<file path="config.mk">
export PLATFORM = sky130hd
export DESIGN_NAME = div_seq_32
export DESIGN_NICKNAME = d
export VERILOG_FILES = /design/src/rtl/div_seq_32.sv
export SDC_FILE = /design/constraint.sdc
export NUM_CORES = 1
export LEC_CHECK = 0
export BUFFER_PORTS_ARGS = -buffer_cell sky130_fd_sc_hd__buf_2
export CORE_UTILIZATION = 45
export DETAILED_ROUTE_END_ITERATION = 7
export PLACE_DENSITY = 0.75
export SLEW_MARGIN = 20
export SYNTH_ARGS = -nofsm -noshare
export SYNTH_HDL_FRONTEND = slang
export SYNTH_SLANG_ARGS = --single-unit
export TNS_END_PERCENT = 5
</file>
<file path="constraint.sdc">
create_clock -name clk -period 10.05 [get_ports clk]
set_clock_uncertainty 0.2 [all_clocks]
set_input_delay 2.01 -clock clk [delete_from_list [all_inputs] [get_ports clk]]
set_output_delay 2.01 -clock clk [all_outputs]
set_load 0.05 [all_outputs]
</file>
<file path="src/rtl/div_seq_32.sv">
// div_seq_32: sequential restoring divider producing one quotient bit per cycle.
// Signed operands are reduced to magnitudes, divided unsigned, then sign-corrected.
module div_seq_32 #(
  parameter int DATA_W = 32
) (
  input  logic              clk,
  input  logic              rst,
  input  logic              start,
  input  logic              is_signed,
  input  logic [DATA_W-1:0] dividend,
  input  logic [DATA_W-1:0] divisor,
  output logic              busy,
  output logic              done,
  output logic [DATA_W-1:0] quotient,
  output logic [DATA_W-1:0] remainder,
  output logic              div_by_zero
);

  localparam int CNT_W = $clog2(DATA_W);
  localparam logic [DATA_W-1:0] ONE_W = DATA_W'(1);
  localparam logic [DATA_W:0]   ONE_X = (DATA_W+1)'(1);

  typedef enum logic [2:0] {
    IDLE = 3'd0,
    PREP = 3'd1,
    CALC = 3'd2,
    FIX  = 3'd3,
    DONE = 3'd4
  } state_t;

  state_t              state_q, state_d;
  logic                sgn_q, sgn_d;
  logic [DATA_W-1:0]   dvd_q, dvd_d;
  logic [DATA_W-1:0]   dvs_q, dvs_d;
  logic [DATA_W-1:0]   work_q, work_d;
  logic [DATA_W:0]     rem_q, rem_d;
  logic [CNT_W-1:0]    cnt_q, cnt_d;
  logic                q_neg_q, q_neg_d;
  logic                r_neg_q, r_neg_d;
  logic [DATA_W-1:0]   quo_o_q, quo_o_d;
  logic [DATA_W-1:0]   rem_o_q, rem_o_d;
  logic                dbz_q, dbz_d;

  logic [DATA_W:0]     shifted;
  logic [DATA_W+1:0]   trial;
  logic                carry;
  logic [DATA_W-1:0]   dvd_abs;
  logic [DATA_W-1:0]   dvs_abs;

  // work_q starts as the dividend magnitude; its MSB feeds the remainder while
  // quotient bits fill in from the bottom, so after 32 shifts it holds the quotient.
  always_comb begin
    shifted = {rem_q[DATA_W-1:0], work_q[DATA_W-1]};
    trial   = {1'b0, shifted} + {1'b0, ~{1'b0, dvs_q}} + {{(DATA_W+1){1'b0}}, 1'b1};
    carry   = trial[DATA_W+1];
    dvd_abs = (sgn_q && dvd_q[DATA_W-1]) ? (~dvd_q + ONE_W) : dvd_q;
    dvs_abs = (sgn_q && dvs_q[DATA_W-1]) ? (~dvs_q + ONE_W) : dvs_q;
  end

  always_comb begin
    state_d = state_q;
    sgn_d   = sgn_q;
    dvd_d   = dvd_q;
    dvs_d   = dvs_q;
    work_d  = work_q;
    rem_d   = rem_q;
    cnt_d   = cnt_q;
    q_neg_d = q_neg_q;
    r_neg_d = r_neg_q;
    quo_o_d = quo_o_q;
    rem_o_d = rem_o_q;
    dbz_d   = dbz_q;

    case (state_q)
      IDLE: begin
        if (start) begin
          sgn_d   = is_signed;
          dvd_d   = dividend;
          dvs_d   = divisor;
          state_d = PREP;
        end
      end

      PREP: begin
        work_d  = dvd_abs;
        dvs_d   = dvs_abs;
        q_neg_d = sgn_q & (dvd_q[DATA_W-1] ^ dvs_q[DATA_W-1]);
        r_neg_d = sgn_q & dvd_q[DATA_W-1];
        rem_d   = '0;
        cnt_d   = CNT_W'(DATA_W - 1);
        dbz_d   = 1'b0;
        state_d = CALC;
      end

      CALC: begin
        work_d = {work_q[DATA_W-2:0], carry};
        rem_d  = carry ? trial[DATA_W:0] : shifted;
        if (cnt_q == '0) begin
          state_d = FIX;
        end else begin
          cnt_d = cnt_q - CNT_W'(1);
        end
      end

      FIX: begin
        // dvd_q still holds the raw dividend; dvs_q is a magnitude, zero only if divisor was zero
        if (dvs_q == '0) begin
          quo_o_d = '1;
          rem_o_d = dvd_q;
          dbz_d   = 1'b1;
        end else begin
          quo_o_d = q_neg_q ? (~work_q + ONE_W) : work_q;
          rem_o_d = r_neg_q ? DATA_W'(~rem_q + ONE_X) : DATA_W'(rem_q);
        end
        state_d = DONE;
      end

      DONE: begin
        state_d = IDLE;
      end

      default: begin
        state_d = IDLE;
      end
    endcase
  end

  always_ff @(posedge clk) begin
    if (rst) begin
      state_q <= IDLE;
      sgn_q   <= 1'b0;
      dvd_q   <= '0;
      dvs_q   <= '0;
      work_q  <= '0;
      rem_q   <= '0;
      cnt_q   <= '0;
      q_neg_q <= 1'b0;
      r_neg_q <= 1'b0;
      quo_o_q <= '0;
      rem_o_q <= '0;
      dbz_q   <= 1'b0;
    end else begin
      state_q <= state_d;
      sgn_q   <= sgn_d;
      dvd_q   <= dvd_d;
      dvs_q   <= dvs_d;
      work_q  <= work_d;
      rem_q   <= rem_d;
      cnt_q   <= cnt_d;
      q_neg_q <= q_neg_d;
      r_neg_q <= r_neg_d;
      quo_o_q <= quo_o_d;
      rem_o_q <= rem_o_d;
      dbz_q   <= dbz_d;
    end
  end

  assign busy        = (state_q == PREP) || (state_q == CALC) || (state_q == FIX);
  assign done        = (state_q == DONE);
  assign quotient    = quo_o_q;
  assign remainder   = rem_o_q;
  assign div_by_zero = dbz_q;

endmodule
</file>
* Yosys cells after proc, flatten, opt, wreduce, memory -nomap -nowiden
Cells that the tools add are included.
** Storage, ports and cells
- Input bits :: 68
- Memory bits (writable) :: 0
- Output and inout port bits :: 67
- Logic and storage cells :: 69
- ROM bits :: 0
- Latch bits :: 0
- Memories :: 0
- Bits in registers :: 204
** Cells by class
- Magnitude comparators :: 0
- Multiply operators :: 0
- Multiplexer cells :: 18
- Shifts and indexed selects :: 0
- Bitwise operators :: 8
- Reductions and logical operators :: 15
- $add $sub $neg :: 7
- Equal/unequal tests :: 9
- Divide/modulo/power cells :: 0
** Operator list (number)
- $mux 32 :: 8
- $pmux 32 s2 :: 3
- $add 32x1->32 const B :: 4
- $not 32->32 :: 4
- $add 33x33->34 :: 1
- $add 34x1->34 const B :: 1
- $not 32->33 :: 1
- $logic_not 32->1 :: 1
- $pmux 3 s4 :: 1
- $ne 2x2->1 const B :: 5
- $pmux 5 s2 :: 1
- $reduce_and 2->1 :: 4
- $eq 3x2->1 const B :: 2
- $mux 3 :: 2
- $reduce_bool 2->1 :: 3
- $logic_not 5->1 :: 1
- $mux 5 :: 1
- $sub 5x1->5 const B :: 1
- $eq 3x1->1 const B :: 1
- $eq 3x3->1 const B :: 1
- $logic_not 3->1 :: 1
- $reduce_and 3->1 :: 1
- $and 1x1->1 :: 2
- $logic_and 1x1->1 :: 2
- 4 further kinds :: 5

* Longest topological paths before layout
Gate-level depths: netlist of the first run.
- Depth after elaboration :: 5
- Gate-level depth with buffers :: 13
- Gate-level depth less buffers :: 12

* Least setup slack after synthesis of the first run
Ideal clock, no wire load.
- Path type :: reg-to-output
- Start :: register state_q[1]
- End :: output port busy
- Data required time :: 7840 ps
- Path buffers :: 1
- Stages on the path, launching flop included :: 4
- Arrival :: 1236 ps
- Path slack :: 6604 ps
- Path through :: dfxtp_1 -> clkbuf_1 -> nor2_1 -> nor2_1
** On the way
- Word-level cells in the longest chain between the ends :: 3
- Elaborated cells on any way between the ends :: 5
- Those cells by class :: eq/ne: 3; reduce/logical: 2
** Ends and longest elaborated chain
- from (decl) :: line 31 : state_t state_q, state_d;
- from (signal assigned) :: line 143 : state_q <= state_d;
- $eq 3x1->1 or $eq 3x2->1 (tied branches) :: line 158 : assign busy = (state_q == PREP) || (state_q == CALC) || (state_q == FIX);
- $logic_or 1x1->1 :: line 158
- $logic_or 1x1->1 (*) :: line 158
- to (decl) :: line 12 : output logic busy,
Mark *: on every way between the ends. The rest lies on a longest branch, timed or not.

==> impl_results.md, run 1 <==
* TritonCTS Buffers at 24
* Kind of critical path: input port to flop
* Inst Count DP at 1,985
* CP startpoint kind: input port
* Register area at 0.00408 mm2
* Syn_area_per_cell at 7.63 um2
* Post-synth EDFFs at 0
* Fin crit period at 4440 ps
* Nets at 1,777
* Sequential fraction of the synthesis area at 33.3%
* CP Data Arrival Time at 4580 ps
* Clock tree buffer depth at 3
* Total congestion overflow at 0
* Maxcap violations at 0
* Clock root buffer: clkbuf_16
* Antenna viol nets, final at 0
* Non-filler instance count after layout at 2,029
* Sw Share at 31.8%
* Sum Neg Setup Slack at 0 ps
* Combinational share of power at 23.3%
* Netlist cell types at 73
* Initial antenna violation count at 0
* Syn Nets at 1,715
* Tightest Pin Transition at 1050 ps
* Gate Count Post-Synth at 1,608
* Synth Cell Area at 0.0123 mm2
* Port buffer count at 134
* Core Util, Final at 52.0%
* Psw at 0.774 mW
* CP endpoint kind: flop
* Core footprint at 0.0269 mm2
* Post-CTS sizing at 0
* Post-CTS Hold Buffers at 0
* Slew HR at 29.9%
* H-tree depth at 1
* Initial core utilization at 45.7%
* Clock sink count at 204
* FMAX at 0.225 GHz
* Final worst-path cycle share at 44.1%
* CP max-delay cell: buf_4
* Pwr Density at 174 mW/mm2
* Die area at 0.0279 mm2
* Area delta synth->final at 13.8%
* Setup-failing EPs final at 0
* Critical Path Max Stage Delay at 900 ps
* Post-Route WL at 33.8 mm
* Router iterations before antenna repair at 6
* Clock Power Share at 39.4%
* First-pass GRT wire length at 55.3 mm
* Ant. Diodes at 0
* Primary FF master, synth: dfxtp_1
* Most used cell, CP: buf_4
* Die W at 167 um
* Worst vdd ir at 0.120 mV
* Sequential share of power at 37.3%
* Clk slew on worst S/H paths at 60 ps
* Total power at 2.44 mW
* Hold crit path type: flop to flop
* Clk_lat worst skew at 530 ps
* Die Y at 167 um
* Status: completed
* Slew Viols, Final at 0
* Via count at 11,900
* Fill cells at 2,556
* Pleak at 5.65 nW
* RSZ-0062 raised after global routing: no
* Largest net degree at the start of global routing at 101
* YS warnings at 0
* CTS tree: built
* Number of global-route vias before repair at 11,000
* Int Power at 1.66 mW
* IO Count at 135
* DR iter-0 viols at 997
* Row cnt at 60
* Post-CTS Setup Bufs at 0
* Max FO, Critical Path at 100
* Half-perimeter wire length after placement at 24.5 mm
* CP Data Required Time at 10,200 ps
* Crit-path cells: buf_4 -> buf_4 -> nand2b_1 -> o21ai_0
* DRC viols at 0
* DR WL/cell at 16.7 um
* Total track usage at 23.8%
* Synth async-reset ratio at 0%
* GP Congestion at 0.882
* Final Hold Fails at 0
* Area occupied by multi-input gates at 0.00761 mm2
* Layout cell share with drive strength beyond 1 at 12.8%
* FF+latch count, synth at 204
* Vias/cell at 5.87
[metrics by stage]
step                      cell area [um2]  setup slack [ps]  hold slack [ps]
after floorplan                     12300              6600              257
after global placement              13100              5220              248
after detailed placement            13100              5140              247
after CTS                           14000              5640              257
after global routing                14000              5430              283
final                               14000              5610              256
[worst paths after layout]
| path | start | endpoint | slack, ps | cells past startpoint |
|---|---|---|---|---|
| worst min register to register | remainder[7]$_SDFFE_PP0P_ | remainder[7]$_SDFFE_PP0P_ | 260 | 2 |
| worst max register to register | dvs_q[14]$_SDFFE_PP0P_ | rem_q[17]$_SDFFE_PP0N_ | 6060 | 12 |
| worst min-delay path | remainder[7]$_SDFFE_PP0P_ | remainder[7]$_SDFFE_PP0P_ | 260 | 2 |
| worst max-delay path | rst | rem_q[17]$_SDFFE_PP0N_ | 5610 | 4 |
[synthesized netlist by cell type (all sizes together), types with 7 or more instances]
cell type / n / area [um2]
dfxtp: 204 / 4080
buf: 11 / 46.3
a211oi: 15 / 113
nor2b: 11 / 68.8
o31ai: 34 / 274
mux2i: 21 / 210
nand2b: 12 / 75.1
o211ai: 22 / 165
inv: 49 / 184
xnor2: 38 / 333
a21oi: 170 / 851
or2: 8 / 50.0
o41ai: 12 / 113
a221oi: 10 / 87.6
o21ai: 88 / 444
a311oi: 44 / 392
o21a: 9 / 67.6
or3: 12 / 80.1
nor2: 152 / 571
a32oi: 11 / 96.3
nand3: 19 / 95.1
xor2: 78 / 683
nor4: 14 / 93.8
ha: 38 / 475
nor3: 36 / 180
clkbuf: 101 / 379
and2: 7 / 43.8
nand2: 235 / 882
a22oi: 40 / 300
or4: 13 / 105
and3: 10 / 62.6
a21o: 17 / 128
nand4: 9 / 56.3
[critical path: cells and delay by family]
kind / cells / cell delay [ps]
AO/OA/AOI/OAI: 1 / 240
buffers and inverters: 2 / 1480
AND/OR/NAND/NOR: 1 / 730
[power groups by stage]
| stage | Clock, mW | Sequential, mW | Combinational [mW] |
|---|---|---|---|
| 4_1_cts | 0.970 | 0.907 | 0.565 |
| 5_1_grt | 1.01 | 0.915 | 0.630 |
| 3_3_place_gp | 0 | 0.922 | 0.552 |
| 3_5_place_dp | 0 | 0.924 | 0.562 |
| 6_report | 0.960 | 0.908 | 0.568 |
| 2_1_floorplan | 0 | 0.930 | 0.414 |
[cell type report]
type / count / area share (%)
Clock inverter: 12 / 1.47
Sequential cell: 204 / 29.2
Inverter: 49 / 1.32
Tap cell: 341 / 3.05
Timing Repair Buffer: 148 / 5.57
Clock buffer: 32 / 4.87
Multi-Input combinational cell: 1243 / 54.5
[cell usage in the layout (no fill, tap or decap), types with 7 or more instances in the layout]
cell type	count
nand2_1	234
dfxtp_1	204
a21oi_1	170
nor2_1	151
buf_2	133
xor2_1	78
o21ai_0	70
inv_1	48
a311oi_1	43
a22oi_1	40
xnor2_1	38
ha_1	38
nor3_1	35
o31ai_1	32
clkbuf_16	24
o211ai_1	22
mux2i_1	21
nand3_1	19
a21o_1	17
o21ai_1	17
a211oi_1	15
buf_4	15
nor4_1	13
nand2b_1	12
or4_1	11
o41ai_1	11
nor2b_1	11
a32oi_1	11
or3_1	11
a221oi_1	10
and3_1	10
nand4_1	9
o21a_1	9
and2_1	7
[routing by layer]
metal | vias to the layer above | GRT usage (%) | wire length [um]
met4 | 0 | 9.29 | 1280
li1 | 5937 | - | -
met3 | 64 | 2.60 | 1870
met1 | 5542 | 30.9 | 14800
met5 | - | 0 | 0
met2 | 361 | 40.4 | 15900
[kinds of logic after synthesis]
logic type / count (synthesis) / synth area share, %
xor gates and xnor gates: 116 / 8.28
muxes: 22 / 1.80
adders and majority gates: 39 / 4.04
and+or+nand+nor: 555 / 20.4
buffers and inverters: 161 / 4.96
AOI/OAI and AO/OA: 511 / 27.2
DFF: 204 / 33.3
[sequential cells by signal, indices dropped and copies added (netlist names), 3 cells and up]
| signal | flops |
|---|---|
| rem_q | 32 |
| quotient | 32 |
| work_q | 32 |
| dvs_q | 32 |
| cnt_q | 5 |
| remainder | 32 |
| state_q | 3 |
| dvd_q | 32 |
(Power assumes the default switching activity.)
==> inputs of run 2 (changes only) <==
- ABC_AREA: unset -> 1
- PLACE_DENSITY: 0.75 -> 0.74
- clock period: 10.05 -> 4.5 ns (I/O delays scaled with it)
==> impl_results.md, run 2 <==
* Status: finished, violations left
* Failing checks: design-rule violations
* Post-CTS sizing at 0
* Primary FF master, synth: dfxtp_1
* Die Y at 181 um
* Die area at 0.0326 mm2
* Top cells by area, synth: dfxtp_1 28%, nand2_1 18%, inv_1 8.6%, nand3_1 8.1%, a21oi_1 6.2%
* Area occupied by multi-input gates at 0.00858 mm2
* Start point of the critical path: state_q[0]$_SDFFE_PP0P_
* M2 GR Usage at 46.8%
* Worst flop-to-flop path endpoint: dvs_q[29]$_SDFFE_PP0P_
* H-tree depth at 1
* Area delta synth->final at 11.9%
* Post-CTS Setup Bufs at 0
* DR WL/cell at 17.0 um
* Busiest grt layer: met2
* Router iterations before antenna repair at 8
* Row cnt at 65
* IO Count at 135
* R2R Path Start: state_q[2]$_SDFFE_PP0P_
* Dominant cell type by area after synthesis: dfxtp_1
* Pleak at 7.85 nW
* Half-perimeter wire length after placement at 37.6 mm
* Total congestion overflow at 0
* Die W at 181 um
* Synth async-reset ratio at 0%
* Most frequent cells in the layout: 679 x nand2_1, 328 x inv_1, 231 x nand3_1
* Synth top cells by count: 679 x nand2_1, 330 x inv_1, 231 x nand3_1
* Sequential fraction of the synthesis area at 28.5%
* CTS tree: built
* Slew Viols, Final at 0
* Post-synth top area share at 28.5%
* Met3 GRT Util at 3.72%
* Tightest Pin Transition at 1060 ps
* Pre-CTS setup slack at 1160 ps
* Initial core utilization at 45.6%
* CP startpoint kind: flop
* Flop2flop setup slack at 1150 ps
* Final Hold Fails at 0
* CP endpoint kind: output port
* Core footprint at 0.0315 mm2
* CP Data Required Time at 3400 ps
* Setup-failing EPs final at 0
* Hold crit path type: flop to flop
* Top-count cell post-synth: nand2_1
* Synth Cell Area at 0.0144 mm2
* Commonest non-fill, non-tap cell in the layout: nand2_1
* Fill cells at 3,221
* Sum Neg Setup Slack at 0 ps
* Post-CTS Hold Buffers at 0
* Hold path cells at 2
* Fin crit period at 3790 ps
* Initial antenna violation count at 0
* Pwr Density at 527 mW/mm2
* Clock sink count at 204
* Antenna viol nets, final at 0
* TritonCTS Buffers at 24
* R2R cell count at 8
* Nets at 2,560
* DR iter-0 viols at 1,505
* WHS Endpoint: remainder[13]$_SDFFE_PP0P_
* Final worst-path cycle share at 84.3%
* Final worst setup slack at 708 ps
* Netlist cell types at 51
* Layout cell share with drive strength beyond 1 at 9.83%
* DRC viols at 1
* Port buffer count at 134
* HP Start: remainder[13]$_SDFFE_PP0P_
* FF+latch count, synth at 204
* Clk slew on worst S/H paths at 60 ps
* Vias/cell at 5.46
* Clock tree buffer depth at 3
* Maxcap violations at 0
* GP Congestion at 0.968
* Largest net degree at the start of global routing at 88
* Max FO, Critical Path at 52
* FMAX at 0.264 GHz
* Met1 usage at 39.1%
* Post-synth EDFFs at 0
* Clk_lat worst skew at 540 ps
* YS warnings at 0
* Post-Route WL at 48.8 mm
* Slew HR at 28.9%
* Ant. Diodes at 0
* Total track usage at 29.2%
* Register area at 0.00408 mm2
* Clock root buffer: clkbuf_16
* CP Data Arrival Time at 2690 ps
* Number of global-route vias before repair at 14,200
* First-pass GRT wire length at 76.1 mm
* Worst Hold Slack at 264 ps
* RSZ-0062 raised after global routing: no
* Kind of critical path: flop to output port
* Syn_area_per_cell at 6.04 um2
* Gate Count Post-Synth at 2,375
* Worst vdd ir at 0.284 mV
* Via count at 15,700
* Syn Nets at 2,482
[run 2: cell types whose count changed after synthesis, sizes merged, moves of 22 or more]
cell    change
nand2     +450
a311oi     -44
o31ai      -31
nor2       +66
o21ai      +65
a22oi      -39
inv       +289
a31oi      +31
xor2       -36
nand3     +217
buf        +22
clkbuf     -41
[run 2: worst max path at each step]
stage                             end  slack (ps)  cells after the start
6_report                         busy         710                      6
5_1_grt                          busy         580                      6
4_1_cts                          busy         780                      6
3_5_place_dp   dvs_q[29]$_SDFFE_PP0P_        1160                      7
3_3_place_gp   dvs_q[29]$_SDFFE_PP0P_        1140                      7
2_1_floorplan                    done        1910                      2
[run 2: final cells by class]
class | instances | share of cell area [%]
Clock inverter | 11 | 1.10
Multi-Input combinational cell | 1739 | 53.4
Inverter | 339 | 7.92
Timing Repair Buffer | 145 | 4.71
Sequential cell | 204 | 25.4
Tap cell | 402 | 3.13
Clock buffer | 33 | 4.26
[run 2: cells by family (layout without fill, tap and decap cells)]
kind of cell / after synthesis / count (layout) / synth area share, %
adder cells (fa/ha/maj): 39 / 39 / 3.45
XOR/XNOR: 59 / 59 / 3.60
flip-flops: 204 / 204 / 28.5
AND/OR/NAND/NOR: 1213 / 1213 / 36.1
AO/OA/AOI/OAI: 428 / 428 / 16.6
buffers and inverters: 432 / 528 / 11.8
[run 2: stage by stage]
step	power (mW)	util, %	area [um2]	instances
floorplan	5.23	-	14400	2375
global placement	6.23	48.3	15200	2829
detailed placement	6.26	48.3	15200	2829
CTS	8.40	51.0	16100	2873
global route	9.02	51.0	16100	2873
finish	8.46	51.0	16100	2873
[run 2: critical path: stages, from the launching register on]
cell and delay [ps]:
dfxtp_1 390, inv_1 90, nor3_4 150, buf_4 490, inv_2 450, nand2_1 240, buf_2 290
[run 2: power by group]
group / internal [mW] / switching (mW)
Combinational: 1.13 / 2.84
Sequential: 2.08 / 0.281
Clock: 1.30 / 0.831
Total: 4.51 / 3.95
[run 2: per-layer routing]
metal  wire, um  up-vias
met4       2480        0
met5          0        -
met2      21400      592
met1      21600     7143
li1           -     7818
met3       3200      129
==> inputs of run 3 (changes only) <==
- clock period: 4.5 -> 3.7 ns (I/O delays scaled with it)
==> impl_results.md, run 3 (synthesized netlist as in run 2, its figures left out) <==
* Status: completed
* Fill cells at 3,262
* Pleak at 7.86 nW
* Worst flop-to-flop path endpoint: rem_q[4]$_SDFFE_PP0N_
* Critical Path Max Stage Delay at 550 ps
* Clk slew on worst S/H paths at 60 ps
* Most used cell, CP: nand2_1
* CP endpoint: busy
* Slew HR at 25.7%
* Most frequent cells in the layout: 679 x nand2_1, 328 x inv_1, 231 x nand3_1
* Core footprint at 0.0315 mm2
* Number of global-route vias before repair at 14,500
* Die W at 181 um
* Post-Route WL at 50.2 mm
* RSZ-0062 raised after global routing: no
* Area occupied by multi-input gates at 0.00858 mm2
* Row cnt at 65
* Flop2flop setup slack at 710 ps
* Largest net degree at the start of global routing at 101
* R2R cell count at 13
* Sum Neg Setup Slack at 0 ps
* Layout cell share with drive strength beyond 1 at 10.1%
* DR iter-0 viols at 1,469
* Initial antenna violation count at 0
* R2R Path Start: dvs_q[11]$_SDFFE_PP0P_
* Tightest Pin Transition at 1120 ps
* Pre-CTS setup slack at 809 ps
* Area delta synth->final at 11.9%
* DR WL/cell at 17.4 um
* Pwr Density at 632 mW/mm2
* CP max-delay cell: nand2_1
* Final Hold Fails at 0
* Setup-failing EPs final at 0
* Die Y at 181 um
* TritonCTS Buffers at 25
* CP endpoint kind: output port
* Die area at 0.0326 mm2
* Inst Count DP at 2,841
* Port buffer count at 134
* Register area at 0.00408 mm2
* Clk_lat worst skew at 550 ps
* Clock tree buffer depth at 3
* DRC viols at 0
* Fin crit period at 3260 ps
* CTS tree: built
* Total track usage at 30.4%
* H-tree depth at 1
* Worst vdd ir at 0.319 mV
* Total congestion overflow at 0
* Post-CTS Hold Buffers at 0
* CP startpoint kind: flop
* GP Congestion at 0.952
* Slew Viols, Final at 0
* Commonest non-fill, non-tap cell in the layout: nand2_1
* Post-CTS sizing at 0
* Ant. Diodes at 0
* Start point of the critical path: state_q[2]$_SDFFE_PP0P_
* Final worst setup slack at 437 ps
* Maxcap violations at 0
* Post-CTS Setup Bufs at 0
* Max FO, Critical Path at 16
* CP Data Required Time at 2760 ps
* Kind of critical path: flop to output port
* Half-perimeter wire length after placement at 39.0 mm
* Vias/cell at 5.49
* CP Data Arrival Time at 2320 ps
* Non-filler instance count after layout at 2,885
* Clock root buffer: clkbuf_16
* Initial core utilization at 45.6%
* Router iterations before antenna repair at 5
* IO Count at 135
* FMAX at 0.306 GHz
* Final worst-path cycle share at 88.2%
* Nets at 2,573
* Hold crit path type: input port to flop
* Antenna viol nets, final at 0
* Clock sink count at 204
* First-pass GRT wire length at 79.7 mm
* HP Start: is_signed
* Crit-path cells: inv_1 -> nand3_2 -> nand2_1 -> inv_2 -> nand2_1 -> buf_2
* Via count at 15,800
==> run 3: cell type report <==
cell class	count	area share [%]
Multi-Input combinational cell	1739	53.4
Sequential cell	204	25.4
Inverter	339	7.93
Timing Repair Buffer	157	5.35
Clock buffer	35	4.26
Tap cell	402	3.13
Clock inverter	9	0.452
==> run 3: how the worst min path moves through the flow <==
stage | slack, ps | to | cells past startpoint
after global placement | 250 | remainder[7]$_SDFFE_PP0P_ | 2
final | 250 | sgn_q$_SDFFE_PP0P_ | 3
after floorplan | 240 | dvs_q[27]$_SDFFE_PP0P_ | 2
after global routing | 270 | sgn_q$_SDFFE_PP0P_ | 3
after CTS | 240 | sgn_q$_SDFFE_PP0P_ | 3
after detailed placement | 260 | remainder[6]$_SDFFE_PP0P_ | 2
==> run 3: layer usage <==
metal	share of wire (%)	track usage [%]
met2	44	48.1
met3	6.6	3.94
met1	46	42.5
met5	0	0
met4	3.5	10.4
==> run 3: power breakdown <==
part	leakage (nW)	total (mW)	internal, mW	switching [mW]
logic	5.83	4.99	1.43	3.56
registers	1.66	2.85	2.52	0.326
clock network	0.372	2.32	1.30	1.02
total	7.86	10.2	5.25	4.90
==> run 3: worst max-delay path, delay by kind of cell, from the launching register on <==
| kind | cells | cell delay [ps] |
|---|---|---|
| simple gates | 3 | 990 |
| buf+inv | 3 | 440 |
| flops | 1 | 350 |
==> run 3: per-stage QoR <==
step	util, %	instance area (um2)	power (mW)	hold WS [ps]
final	51.0	16100	10.2	247
after global routing	51.0	16100	10.8	274
after CTS	51.0	16100	10.1	238
after detailed placement	48.6	15300	7.76	255
after global placement	48.6	15300	7.73	251
after floorplan	-	14400	6.36	244
